[src/rtl/vm80a_sysctl.sv]
// vm80a system controller: status latch, bus strobes,
// INTA opcode injection and per-cycle-type wait states.
module vm80a_sysctl #(
  parameter logic [7:0] INTA_OPCODE = 8'hE7,
  parameter int unsigned MEM_WAIT = 0,
  parameter int unsigned IO_WAIT  = 1
) (
  input  logic       pin_clk,
  input  logic       pin_reset,
  input  logic       pin_f1,
  input  logic       pin_f2,
  input  logic       cpu_sync,
  input  logic       cpu_dbin,
  input  logic       cpu_wr_n,
  input  logic [7:0] cpu_dout,
  output logic [7:0] cpu_din,
  output logic       cpu_doe,
  input  logic [7:0] sys_din,
  output logic       cpu_ready,
  output logic [7:0] status,
  output logic       memr_n,
  output logic       memw_n,
  output logic       ior_n,
  output logic       iow_n,
  output logic       inta_n,
  output logic       hlta
);

  localparam logic [3:0] W_MEM = 4'(MEM_WAIT);
  localparam logic [3:0] W_IO  = 4'(IO_WAIT);

  logic       r_sync_q;
  logic       r_f2_q;
  logic [7:0] r_status;
  logic [3:0] r_cnt;
  logic       r_ready;
  logic       r_memr_n;
  logic       r_memw_n;
  logic       r_ior_n;
  logic       r_iow_n;
  logic       r_inta_n;

  logic       w_cap;
  logic       w_f2_rise;
  logic [3:0] w_load;
  logic       w_rd;
  logic       w_wr;
  logic       w_memr;
  logic       w_memw;
  logic       w_ior;
  logic       w_iow;
  logic       w_inta;
  logic       w_unused;

  // f1 is not needed: all timing keys off f2 rises
  assign w_unused = pin_f1;

  assign w_cap     = cpu_sync & ~r_sync_q;
  assign w_f2_rise = pin_f2 & ~r_f2_q;

  // wait-state load value from the status byte being captured
  always_comb begin
    w_load = W_MEM;
    if (cpu_dout[3])
      w_load = 4'd0;
    else if (cpu_dout[0] | cpu_dout[4] | cpu_dout[6])
      w_load = W_IO;
  end

  // strobe decode; halt blocks all, INTA outranks IO outranks MEM
  always_comb begin
    w_rd   = cpu_dbin & ~r_status[3];
    w_wr   = ~cpu_wr_n & ~cpu_dbin & ~r_status[3];
    w_inta = w_rd & r_status[0];
    w_ior  = w_rd & r_status[6] & ~r_status[0];
    w_memr = w_rd & r_status[7] & ~r_status[6]
           & ~r_status[0];
    w_iow  = w_wr & r_status[4];
    w_memw = w_wr & ~r_status[4] & ~r_status[0];
  end

  // edge detectors and status capture
  always_ff @(posedge pin_clk) begin
    if (pin_reset) begin
      r_sync_q <= 1'b0;
      r_f2_q   <= 1'b0;
      r_status <= 8'h00;
    end else begin
      r_sync_q <= cpu_sync;
      r_f2_q   <= pin_f2;
      if (w_cap)
        r_status <= cpu_dout;
    end
  end

  // wait counter; a capture overrides a same-edge decrement
  always_ff @(posedge pin_clk) begin
    if (pin_reset) begin
      r_cnt   <= 4'd0;
      r_ready <= 1'b1;
    end else begin
      r_ready <= (r_cnt == 4'd0);
      if (w_cap)
        r_cnt <= w_load;
      else if (w_f2_rise && r_cnt != 4'd0)
        r_cnt <= r_cnt - 4'd1;
    end
  end

  // registered active-low strobes
  always_ff @(posedge pin_clk) begin
    if (pin_reset) begin
      r_memr_n <= 1'b1;
      r_memw_n <= 1'b1;
      r_ior_n  <= 1'b1;
      r_iow_n  <= 1'b1;
      r_inta_n <= 1'b1;
    end else begin
      r_memr_n <= ~w_memr;
      r_memw_n <= ~w_memw;
      r_ior_n  <= ~w_ior;
      r_iow_n  <= ~w_iow;
      r_inta_n <= ~w_inta;
    end
  end

  assign cpu_doe   = cpu_dbin;
  assign cpu_din   = r_status[0] ? INTA_OPCODE : sys_din;
  assign cpu_ready = r_ready;
  assign status    = r_status;
  assign hlta      = r_status[3];
  assign memr_n    = r_memr_n;
  assign memw_n    = r_memw_n;
  assign ior_n     = r_ior_n;
  assign iow_n     = r_iow_n;
  assign inta_n    = r_inta_n;

endmodule

[config.mk]
export PLATFORM = sky130hd
export DESIGN_NAME = vm80a_sysctl
export DESIGN_NICKNAME = d
export VERILOG_FILES = /design/src/rtl/vm80a_sysctl.sv
export SDC_FILE = /design/constraint.sdc
export NUM_CORES = 1
export LEC_CHECK = 0
export CAP_MARGIN = 40
export CORE_AREA = 2 2 47 53
export CTS_CLUSTER_DIAMETER = 30
export DETAILED_ROUTE_END_ITERATION = 7
export DIE_AREA = 0 0 49 55
export PLACE_DENSITY = 0.84
export SLEW_MARGIN = 20
export SYNTH_ARGS = -nofsm -noshare
export SYNTH_HDL_FRONTEND = slang
export SYNTH_SLANG_ARGS = --single-unit
export TNS_END_PERCENT = 20
[constraint.sdc]
create_clock -name pin_clk -period 2.9 [get_ports pin_clk]
set_input_delay 0.58 -clock pin_clk [delete_from_list [all_inputs] [get_ports pin_clk]]
set_output_delay 0.58 -clock pin_clk [all_outputs]
set_load 0.02 [all_outputs]
==> metrics.log, run 1 <==
[metrics] average via count per standard cell: 4.96
[metrics] Critical Path Source Type: primary input
[metrics] combinational family with the most area after synthesis: simple AND/OR/NAND/NOR gates
[metrics] initial cell density of the core: 37.3%
[metrics] number of gates resized after cts: 0
[metrics] Synth Net Count: 120
[metrics] Max clock buf depth: 2
[metrics] average routed wire per standard cell: 12.2 um
[metrics] Seq cells post-synth: 20
[metrics] cell count after placement: 164
[metrics] clk slew on worst S/H paths: 0.10 ns
[metrics] startpoint-to-endpoint class of the critical path: in -> out
[metrics] total wire length after detailed routing: 2.04 mm
[metrics] sequential cell area fraction in the yosys report: 49.1%
[metrics] synthesized area: 816 um2
[metrics] level count of the clock H-tree: 1
[metrics] Final #Nets: 164
[metrics] min Tclk post-route: 2.38 ns
[metrics] synthesized-area fraction occupied by adder cells: 3.07%
[metrics] detailed-routed wire length on met2: 1.04 mm
[metrics] final setup vio count: 0
[metrics] Final ANT Viol Nets: 0
[metrics] cell-by-cell trace of the critical path: clkdlybuf4s50_1 -> or2_2 -> clkdlybuf4s50_1
[metrics] fraction of final layout cells sized beyond drive strength 1: 8.76%
[metrics] Std-Cell Core Area: 2180 um2
[metrics] Post-Syn Area per Cell: 8.59 um2
[metrics] fraction of the mapped netlist area in compound gates: 12.9%
[metrics] ANT cells: 0
[metrics] actual slew at the worst max-slew pin: 0.703 ns
[metrics] Total Neg Setup Slack: 0 ns
[metrics] xor-xnor portion of the synthesized cell area: 0%
[metrics] total via count in the routed design: 829
[metrics] biggest area consumer among synthesized cells: sky130_fd_sc_hd__dfxtp_1
[metrics] Met1 Wirelength: 804 um
[metrics] HPWL after DPL: 1.64 mm
[metrics] slowest stage delay, CP: 0.54 ns
[metrics] cell chosen for the clock root: sky130_fd_sc_hd__clkbuf_4
[metrics] filler-free cell count of the finished design: 167
[metrics] simple-gate share of the synthesized area: 29.0%
[metrics] Starting DRT DRC Count: 11
[metrics] leakage power figure: 0.494 nW
[metrics] post-synthesis cell count: 95
[metrics] aggregate global-route resource usage: 15.7%
[metrics] number of hold-slack violations in the final timing report: 0
[metrics] highest net fanout along the worst path: 1
[metrics] setup slack at placement: 0.512 ns
[metrics] number of inserted filler cells in the final layout: 209
[metrics] overall die height: 55 um
[metrics] mux contribution to synthesized area: 0%
[metrics] library cell appearing most often on the critical path: sky130_fd_sc_hd__clkdlybuf4s50_1
[metrics] result of the run: completed
[metrics] f_max: 0.420 GHz
[metrics] Worst-Skew Late Latency: 0.29 ns
[metrics] Worst Setup Slack, final: 0.517 ns
[metrics] num ports: 47
[metrics] total iterations of the first detailed-routing run: 4
[metrics] antenna violations before repair: 0
[metrics] CTS tree: done
[metrics] pin count of the biggest net entering global routing: 18
[metrics] largest vdd supply drop: 0.309 mV
[metrics] required arrival time at the worst endpoint: 2.32 ns
[metrics] width of the die: 49 um
[metrics] kind of end point of the critical path: output port
[metrics] vias in the first global route: 748
[metrics] Setup Skew: 0.00171 ns
[metrics] unrepaired setup endpoints after global routing: no
[metrics] headroom to the max-slew limit: 53.0%
[metrics] Post-CTS Setup Bufs: 0
[metrics] Total Power Consumption: 0.570 mW
[metrics] library cell contributing the largest single delay on the critical path: sky130_fd_sc_hd__clkdlybuf4s50_1
[metrics] clock sink total: 20
[metrics] number of clock buffers inserted by TritonCTS: 3
[metrics] post-synthesis cell type count: 23
[metrics] number of core rows: 18
[metrics] buffers added on ports: 45
[metrics] main area contributors after synthesis: sky130_fd_sc_hd__dfxtp_1, sky130_fd_sc_hd__nand2_1, sky130_fd_sc_hd__or2_2, sky130_fd_sc_hd__a21oi_1, sky130_fd_sc_hd__nor2b_1
[metrics] Worst Hold Class: reg -> reg
[metrics] final clock period utilization by the worst path: 82.2%
[metrics] global-route congestion overflow total: 0
[metrics] most common cell after layout, fill and taps aside: sky130_fd_sc_hd__clkdlybuf4s50_1
[metrics] growth of design area from synthesis to finish: 59.4%
[metrics] Max Slew Vio Count: 0
[metrics] # hold bufs at CTS: 0
[metrics] most used cells in the layout excluding fill and tap cells: sky130_fd_sc_hd__clkdlybuf4s50_1, sky130_fd_sc_hd__dfxtp_1, sky130_fd_sc_hd__nand2_1
[metrics] Pwr per Cell Area: 438 nW/um2
[metrics] top layer used by detailed routing: met4
[metrics] yosys warns: 0
[metrics] met3 wire length: 188 um
[metrics] fraction of the core area covered by cells at the end of the flow: 59.5%
[metrics] die area: 2700 um2
[metrics] routability congestion estimate from global placement: 0.767
[metrics] Critical Path AT: 1.80 ns
[metrics] first-pass GRT wire length: 3.18 mm
[metrics] worst setup slack for register-to-register paths: 1.17 ns
[metrics] top cell type's share of synthesized area: 49.1%
[metrics] number of maximum-capacitance violations: 0
[metrics] Post-route DRC: 0
==> final timing paths <==
| kind | from | to | cells past startpoint |
|---|---|---|---|
| max | sys_din[7] | cpu_din[7] | 3 |
| min reg2reg | status[4]$_SDFFE_PP0P_ | iow_n$_SDFF_PP1_ | 1 |
| max reg2reg | r_cnt[0]$_SDFFE_PP0P_ | r_cnt[0]$_SDFFE_PP0P_ | 5 |
| min | status[4]$_SDFFE_PP0P_ | iow_n$_SDFF_PP1_ | 1 |
==> report_power, final <==
group | internal [mW] | leakage, nW | switching (mW)
logic | 0.0780 | 0.316 | 0.0674
registers | 0.288 | 0.164 | 0.0101
clock network | 0.0483 | 0.0138 | 0.0777
total | 0.415 | 0.494 | 0.155
==> sequential cells by signal (all words and copies together), names as in the netlist <==
signal	flops
inta_n	1
r_cnt	4
memr_n	1
cpu_ready	1
memw_n	1
r_f2_q	1
r_sync_q	1
ior_n	1
iow_n	1
status	8
==> through the flow <==
stage	hold slack, ns	cell area [um2]
final	0.434	1300
after global routing	0.452	1300
after CTS	0.438	1300
after detailed placement	0.414	1280
after global placement	0.403	1280
after floorplan	0.472	816
==> Yosys cell counts, drive strengths merged <==
cell	count
nand3b	1
nor2	2
or2	7
a21oi	8
nor2b	5
nand4b	1
o21ai	4
nand2	16
nor3b	1
dfxtp	20
or4	2
inv	4
ha	2
o311a	1
nand3	3
buf	2
or3	2
nand2b	2
nor3	3
clkbuf	5
o21a	1
a211oi	3
==> layer usage <==
layer  up-vias  GRT usage, %
li1        403             -
met1       384          15.2
met2        40          32.6
met3         2          4.30
met4         0          5.71
met5         -             0
==> final cells by class <==
cell class	instances	area (um2)	area share, %
repair buffers	46	458	35.2
flip-flops and latches	20	400	30.8
multi-input cells	64	367	28.2
well taps	30	37.5	2.89
clock buffers	3	22.5	1.73
inverters	4	15.0	1.15
==> critical path, delay by kind of cell <==
| family | cells | cell delay [ns] |
|---|---|---|
| buffers and inverters | 2 | 0.94 |
| and+or+nand+nor | 1 | 0.28 |
==> cell families (layout without fill, tap and decap cells) <==
group                      Yosys count  after routing
DFF                                 20             20
and+or+nand+nor                     45             45
AOI/OAI and AO/OA                   17             17
buffers and inverters               11             53
adders and majority gates            2              2
(Power assumes the default switching activity.)
==> inputs of run 2 (changes only) <==
--- a/config.mk
+++ b/config.mk
@@ -6,11 +6,11 @@
 export NUM_CORES = 1
 export LEC_CHECK = 0
 export CAP_MARGIN = 40
-export CORE_AREA = 2 2 47 53
+export CORE_AREA = 2 2 51 58
 export CTS_CLUSTER_DIAMETER = 30
 export DETAILED_ROUTE_END_ITERATION = 7
-export DIE_AREA = 0 0 49 55
-export PLACE_DENSITY = 0.84
+export DIE_AREA = 0 0 53 60
+export PLACE_DENSITY = 0.75
 export SLEW_MARGIN = 20
 export SYNTH_ARGS = -nofsm -noshare
 export SYNTH_HDL_FRONTEND = slang
==> constraint.sdc (replaced) <==
create_clock -name pin_clk -period 1.9 [get_ports pin_clk]
set_input_delay 0.38 -clock pin_clk [delete_from_list [all_inputs] [get_ports pin_clk]]
set_output_delay 0.38 -clock pin_clk [all_outputs]
set_load 0.02 [all_outputs]
==> metrics.log, run 2 (same netlist as run 1, synthesis figures left out) <==
[metrics] first-pass GRT wire length: 3.36 mm (+5.7%)
[metrics] Worst R2R End: r_cnt[0]$_SDFFE_PP0P_
[metrics] finished layout cell area: 1330 um2 (+2.4%)
[metrics] flip-flop count of the largest register, all copies and words added: 8 (unchanged)
[metrics] ANT cells: 0 (unchanged)
[metrics] average routed wire per standard cell: 11.9 um (-2.5%)
[metrics] first element of the critical path: sys_din[2]
[metrics] Post-Route Hold Slack: 0.432 ns (-0.00224 ns)
[metrics] actual slew at the worst max-slew pin: 0.658 ns (-0.0448 ns)
[metrics] required arrival time at the worst endpoint: 1.52 ns (-0.80 ns)
[metrics] cell count after placement: 172 (+4.9%)
[metrics] routability congestion estimate from global placement: 0.722 (-5.9%)
[metrics] aggregate global-route resource usage: 14.5% (-1.2 points)
[metrics] level count of the clock H-tree: 1 (unchanged)
[metrics] f_max: 0.563 GHz
[metrics] worst reg2reg path depth: 5 (unchanged)
[metrics] clock sink total: 20 (unchanged)
[metrics] startpoint-to-endpoint class of the critical path: in -> out
[metrics] buffers added on ports: 45 (unchanged)
[metrics] average via count per standard cell: 4.61 (-7.1%)
[metrics] Pwr per Cell Area: 650 nW/um2 (+48%)
[metrics] HPWL after DPL: 1.71 mm (+4.4%)
[metrics] filler-free cell count of the finished design: 175 (+4.8%)
[metrics] highest net fanout along the worst path: 1 (unchanged)
[metrics] pin count of the biggest net entering global routing: 13 (-5)
[metrics] kind of end point of the critical path: output port
[metrics] Worst Hold Class: reg -> reg
[metrics] setup slack at placement: -0.110 ns (-0.622 ns)
[metrics] CTS tree: done
[metrics] number of core rows: 20 (+2)
[metrics] leakage power figure: 0.529 nW (+7.1%)
[metrics] antenna violations before repair: 0 (unchanged)
[metrics] cell chosen for the clock root: sky130_fd_sc_hd__clkbuf_4
[metrics] Post-route DRC: 0 (unchanged)
[metrics] Critical Path Source Type: primary input
[metrics] overall die height: 60 um (+9.1%)
[metrics] clk slew on worst S/H paths: 0.10 ns (about the same)
[metrics] cell area after placement: 1320 um2 (+3.2%)
[metrics] most common cell after layout, fill and taps aside: sky130_fd_sc_hd__clkdlybuf4s50_1
[metrics] largest vdd supply drop: 0.399 mV (+29%)
[metrics] slowest stage delay, CP: 0.42 ns (-0.12 ns)
[metrics] total iterations of the first detailed-routing run: 4 (unchanged)
[metrics] Std-Cell Core Area: 2630 um2 (+20%)
[metrics] Final #Nets: 169 (+3.0%)
[metrics] library cell contributing the largest single delay on the critical path: sky130_fd_sc_hd__clkdlybuf4s50_1
[metrics] initial cell density of the core: 31.0% (-6.3 points)
[metrics] worst setup slack for register-to-register paths: 0.20 ns (-0.97 ns)
[metrics] Total Neg Setup Slack: 0 ns (unchanged)
[metrics] width of the die: 53 um (+8.2%)
[metrics] Final ANT Viol Nets: 0 (unchanged)
[metrics] Critical Path AT: 1.40 ns (-0.40 ns)
[metrics] Starting DRT DRC Count: 8 (-3)
[metrics] number of inserted filler cells in the final layout: 271 (+30%)
[metrics] fraction of final layout cells sized beyond drive strength 1: 12.7% (+3.9 points)
[metrics] Setup Skew: 0.00214 ns (+0.000425 ns)
[metrics] number of maximum-capacitance violations: 0 (unchanged)
[metrics] headroom to the max-slew limit: 56.0% (+3.0 points)
[metrics] unrepaired setup endpoints after global routing: no
[metrics] number of hold-slack violations in the final timing report: 0 (unchanged)
[metrics] fraction of the core area covered by cells at the end of the flow: 50.7% (-8.8 points)
[metrics] min Tclk post-route: 1.78 ns
[metrics] cell-by-cell trace of the critical path: clkdlybuf4s50_1 -> or2_2 -> dlygate4sd2_1
[metrics] Total Power Consumption: 0.866 mW (+52%)
[metrics] # hold bufs at CTS: 0 (unchanged)
[metrics] num ports: 47 (unchanged)
[metrics] total via count in the routed design: 807 (-2.7%)
[metrics] total wire length after detailed routing: 2.09 mm (+2.2%)
[metrics] Max Slew Vio Count: 0 (unchanged)
[metrics] global-route congestion overflow total: 0 (unchanged)
[metrics] number of clock buffers inserted by TritonCTS: 3 (unchanged)
[metrics] vias in the first global route: 768 (+2.7%)
[metrics] Max clock buf depth: 2 (unchanged)
[metrics] endpoint of the most critical setup path: cpu_din[2]
[metrics] Worst-Skew Late Latency: 0.29 ns (about the same)
[metrics] final setup vio count: 0 (unchanged)
[metrics] die area: 3180 um2 (+18%)
[metrics] Worst Setup Slack, final: 0.124 ns (-0.393 ns)
[metrics] most used cells in the layout excluding fill and tap cells: sky130_fd_sc_hd__clkdlybuf4s50_1, sky130_fd_sc_hd__dfxtp_1, sky130_fd_sc_hd__nand2_1
[metrics] result of the run: completed
[metrics] growth of design area from synthesis to finish: 63.2%
[metrics] Crit Reg-Reg Startpoint: r_cnt[0]$_SDFFE_PP0P_
[metrics] final clock period utilization by the worst path: 93.5%
[run 2: cell count changes in the layout (fill, tap and decap cells not counted)]
cell and change:
sky130_fd_sc_hd__dlygate4sd2_1 +9, sky130_fd_sc_hd__dfxtp_1 -1, sky130_fd_sc_hd__clkdlybuf4s50_1 -9, sky130_fd_sc_hd__dfxtp_2 +1
sky130_fd_sc_hd__buf_4 +5
[run 2: power breakdown]
part           switching [mW]  leakage [nW]  total [mW]  internal (mW)
clock                   0.118        0.0138       0.192         0.0736
sequential             0.0144         0.164       0.455          0.441
combinational           0.103         0.351       0.219          0.116
[run 2: worst min-delay path by stage]
stage                           start           endpoint  slack (ns)  cells past startpoint
4_1_cts        status[6]$_SDFFE_PP0P_   ior_n$_SDFF_PP1_        0.44                      1
5_1_grt        status[6]$_SDFFE_PP0P_   ior_n$_SDFF_PP1_        0.46                      1
2_1_floorplan                cpu_dbin  inta_n$_SDFF_PP1_        0.47                      1
3_3_place_gp   status[6]$_SDFFE_PP0P_   ior_n$_SDFF_PP1_        0.41                      1
3_5_place_dp   status[6]$_SDFFE_PP0P_   ior_n$_SDFF_PP1_        0.41                      1
6_report       status[6]$_SDFFE_PP0P_   ior_n$_SDFF_PP1_        0.43                      1
[run 2: what timing repair did]
item / 4_1_cts / 5_1_grt
resized for setup: 10 / 0
endpoints found under the setup margin: 9 / 0
buffers inserted: 0 / 0
[run 2: layout make-up]
class                      instances  area (um2)  share of cell area, %
timing repair buffer              51         484                   36.4
sequential                        20         402                   30.2
multi-input combinational         64         367                   27.5
tap                               33        41.3                   3.10
clock buffer                       3        22.5                   1.69
inverter                           4        15.0                   1.13
[run 2: critical path: cells and delay by family]
kind,cells,cell delay (ns)
buffers and inverters,2,0.74
and+or+nand+nor,1,0.27
[run 2: per-layer routing]
metal  up-vias  share of wire, %  GRT usage, %
met5         -                 0             0
met4         0              0.38          5.49
met3         2                13          4.75
met2        46                50          26.1
met1       350                37          15.6
li1        409                 -             -
==> inputs of run 3 (changes only) <==
--- a/config.mk
+++ b/config.mk
@@ -6,12 +6,13 @@
 export NUM_CORES = 1
 export LEC_CHECK = 0
 export CAP_MARGIN = 40
-export CORE_AREA = 2 2 51 58
+export CORE_AREA = 2 2 50 56
+export CTS_BUF_LIST = sky130_fd_sc_hd__clkbuf_2 sky130_fd_sc_hd__clkbuf_4 sky130_fd_sc_hd__clkbuf_8
 export CTS_CLUSTER_DIAMETER = 30
 export DETAILED_ROUTE_END_ITERATION = 7
-export DIE_AREA = 0 0 53 60
-export PLACE_DENSITY = 0.75
-export SLEW_MARGIN = 20
+export DIE_AREA = 0 0 52 58
+export PLACE_DENSITY = 0.79
+export SLEW_MARGIN = 40
 export SYNTH_ARGS = -nofsm -noshare
 export SYNTH_HDL_FRONTEND = slang
 export SYNTH_SLANG_ARGS = --single-unit
==> metrics.log, run 3 (same netlist as run 1, synthesis figures left out) <==
[metrics] result of the run: completed
[metrics] width of the die: 52 um (-1.9%)
[metrics] fraction of final layout cells sized beyond drive strength 1: 12.1% (-0.62 points)
[metrics] Std-Cell Core Area: 2450 um2 (-6.8%)
[metrics] logic depth of the worst setup path including buffers: 2 (-1)
[metrics] final clock period utilization by the worst path: 97.3% (+3.8 points)
[metrics] Max Slew Vio Count: 0 (unchanged)
[metrics] cell-by-cell trace of the critical path: clkdlybuf4s50_1 -> clkdlybuf4s50_1
[metrics] Critical Path AT: 1.47 ns (+0.07 ns)
[metrics] aggregate global-route resource usage: 13.8% (-0.74 points)
[metrics] library cell contributing the largest single delay on the critical path: sky130_fd_sc_hd__clkdlybuf4s50_1
[metrics] number of core rows: 19 (-5.0%)
[metrics] num ports: 47 (unchanged)
[metrics] Worst Setup Slack, final: 0.0520 ns (-0.0715 ns)
[metrics] Total Neg Setup Slack: 0 ns (unchanged)
[metrics] most used cells in the layout excluding fill and tap cells: sky130_fd_sc_hd__clkdlybuf4s50_1, sky130_fd_sc_hd__dfxtp_1, sky130_fd_sc_hd__nand2_1
[metrics] level count of the clock H-tree: 1 (unchanged)
[metrics] most common cell after layout, fill and taps aside: sky130_fd_sc_hd__clkdlybuf4s50_1
[metrics] leakage power figure: 0.539 nW (+1.9%)
[metrics] overall die height: 58 um (-3.3%)
[metrics] actual slew at the worst max-slew pin: 0.719 ns (+0.0610 ns)
[metrics] Total Power Consumption: 1.01 mW (+16%)
[metrics] CTS tree: done
[metrics] fraction of power consumed by sequential logic: 45.1% (-7.5 points)
[metrics] global-route congestion overflow total: 0 (unchanged)
[metrics] total via count in the routed design: 812 (+0.62%)
[metrics] Final #Nets: 167 (-1.2%)
[metrics] number of hold-slack violations in the final timing report: 0 (unchanged)
[metrics] pin count of the biggest net entering global routing: 13 (unchanged)
[metrics] average via count per standard cell: 4.72 (+2.4%)
[metrics] filler-free cell count of the finished design: 172 (-1.7%)
[metrics] unrepaired setup endpoints after global routing: no
[metrics] setup slack at placement: -0.0775 ns (+0.0329 ns)
[metrics] family of cells with the greatest summed delay on the critical path: buffers and inverters
[metrics] Starting DRT DRC Count: 18 (+10)
[metrics] combinational group share of total power: 21.5% (-3.8 points)
[metrics] number of clock buffers inserted by TritonCTS: 3 (unchanged)
[metrics] startpoint-to-endpoint class of the critical path: in -> out
[metrics] total iterations of the first detailed-routing run: 5 (+1)
[metrics] final setup vio count: 0 (unchanged)
[metrics] library cell appearing most often on the critical path: sky130_fd_sc_hd__clkdlybuf4s50_1
[metrics] buffers added on ports: 45 (unchanged)
[metrics] headroom to the max-slew limit: 51.9% (-4.1 points)
[metrics] Max clock buf depth: 2 (unchanged)
[metrics] antenna violations before repair: 0 (unchanged)
[metrics] slowest stage delay, CP: 0.60 ns (+0.18 ns)
[metrics] initial cell density of the core: 33.3% (+2.3 points)
[metrics] number of maximum-capacitance violations: 0 (unchanged)
[metrics] Worst-Skew Late Latency: 0.29 ns (about the same)
[metrics] cell count after placement: 168 (-2.3%)
[metrics] flip-flop count of the largest register, all copies and words added: 8 (unchanged)
[metrics] Setup Skew: 0.00292 ns (+0.000784 ns)
[metrics] min Tclk post-route: 1.85 ns (+0.0715 ns)
[metrics] ANT cells: 0 (unchanged)
[metrics] first-pass GRT wire length: 3.10 mm (-7.8%)
[metrics] Critical Path Source Type: primary input
[metrics] switch share: 23.8% (-3.4 points)
[metrics] # hold bufs at CTS: 0 (unchanged)
[metrics] hold path cells: 1 (unchanged)
[metrics] HPWL after DPL: 1.62 mm (-5.4%)
[metrics] Worst Hold Class: reg -> reg
[metrics] f_max: 0.541 GHz (-3.9%)
[metrics] average routed wire per standard cell: 11.5 um (-3.3%)
[metrics] number of inserted filler cells in the final layout: 217 (-20%)
[metrics] net switching power figure: 0.240 mW (+1.9%)
[metrics] clock sink total: 20 (unchanged)
[metrics] kind of end point of the critical path: output port
[metrics] total wire length after detailed routing: 1.98 mm (-5.0%)
[metrics] clock share of power: 33.4% (+11 points)
[metrics] Bufs and invs on worst path: 2 (unchanged)
[metrics] worst reg2reg path depth: 5 (unchanged)
[metrics] cell chosen for the clock root: sky130_fd_sc_hd__clkbuf_4
[metrics] Final ANT Viol Nets: 0 (unchanged)
[metrics] largest vdd supply drop: 0.381 mV (-4.6%)
[metrics] clk slew on worst S/H paths: 0.11 ns (about the same)
[metrics] die area: 3020 um2 (-5.2%)
[metrics] required arrival time at the worst endpoint: 1.52 ns (about the same)
[metrics] Pwr per Cell Area: 747 nW/um2 (+15%)
[metrics] vias in the first global route: 730 (-4.9%)
[metrics] highest net fanout along the worst path: 2 (+1)
[metrics] growth of design area from synthesis to finish: 65.3%
[metrics] Post-route DRC: 0 (unchanged)
[metrics] routability congestion estimate from global placement: 0.757 (+4.9%)
[metrics] P_int: 0.769 mW (+22%)
run 3: changes by cell type in the layout (fill, tap and decap cells not counted), sizes merged:
cell / previous run / this run
buf: 6 / 4
clkdlybuf4s50: 36 / 37
dlygate4sd2: 9 / 7
dlymetal6s2s: 0 / 1
bufinv: 0 / 1
run 3: metrics by stage:
step / hold slack [ns] / util (%) / instance area, um2
after floorplan: 0.466 / - / 816
after global placement: 0.404 / 53.1 / 1300
after detailed placement: 0.409 / 53.1 / 1300
after CTS: 0.437 / 55.0 / 1350
after global routing: 0.462 / 55.1 / 1350
final: 0.433 / 55.1 / 1350
run 3: path summary, 6_finish.rpt:
path | endpoint | slack (ns) | startpoint
max | cpu_doe | 0.05 | cpu_dbin
min | iow_n$_SDFF_PP1_ | 0.43 | status[4]$_SDFFE_PP0P_
max reg2reg | r_cnt[3]$_SDFFE_PP0P_ | 0.17 | r_cnt[0]$_SDFFE_PP0P_
min reg2reg | iow_n$_SDFF_PP1_ | 0.43 | status[4]$_SDFFE_PP0P_
run 3: power groups by stage:
stage	Clock, mW	Sequential (mW)	Combinational, mW
CTS	0.345	0.455	0.219
finish	0.337	0.455	0.217
global route	0.360	0.458	0.235
floorplan	0	0.478	0.0941
detailed placement	0	0.464	0.226
global placement	0	0.464	0.219
run 3: layer usage:
metal	share of wire [%]	global-route usage, %
met1	38	14.4
met2	51	26.2
met3	10	3.35
met4	0.40	4.51
met5	0	0
run 3: area by class of cell:
cell class,count,area (um2),area share (%)
clock buffer,3,22.5,1.67
clock inverter,1,30.0,2.23
inverter,4,15.0,1.11
multi-input combinational,64,367,27.2
sequential,20,402,29.8
tap,31,38.8,2.88
timing repair buffer,49,474,35.2
run 3: what timing repair did:
item / in CTS / in global routing
gates resized for setup: 8 / 1
setup endpoints to repair: 8 / 1
buffers inserted: 0 / 0
pin swaps: 0 / 0
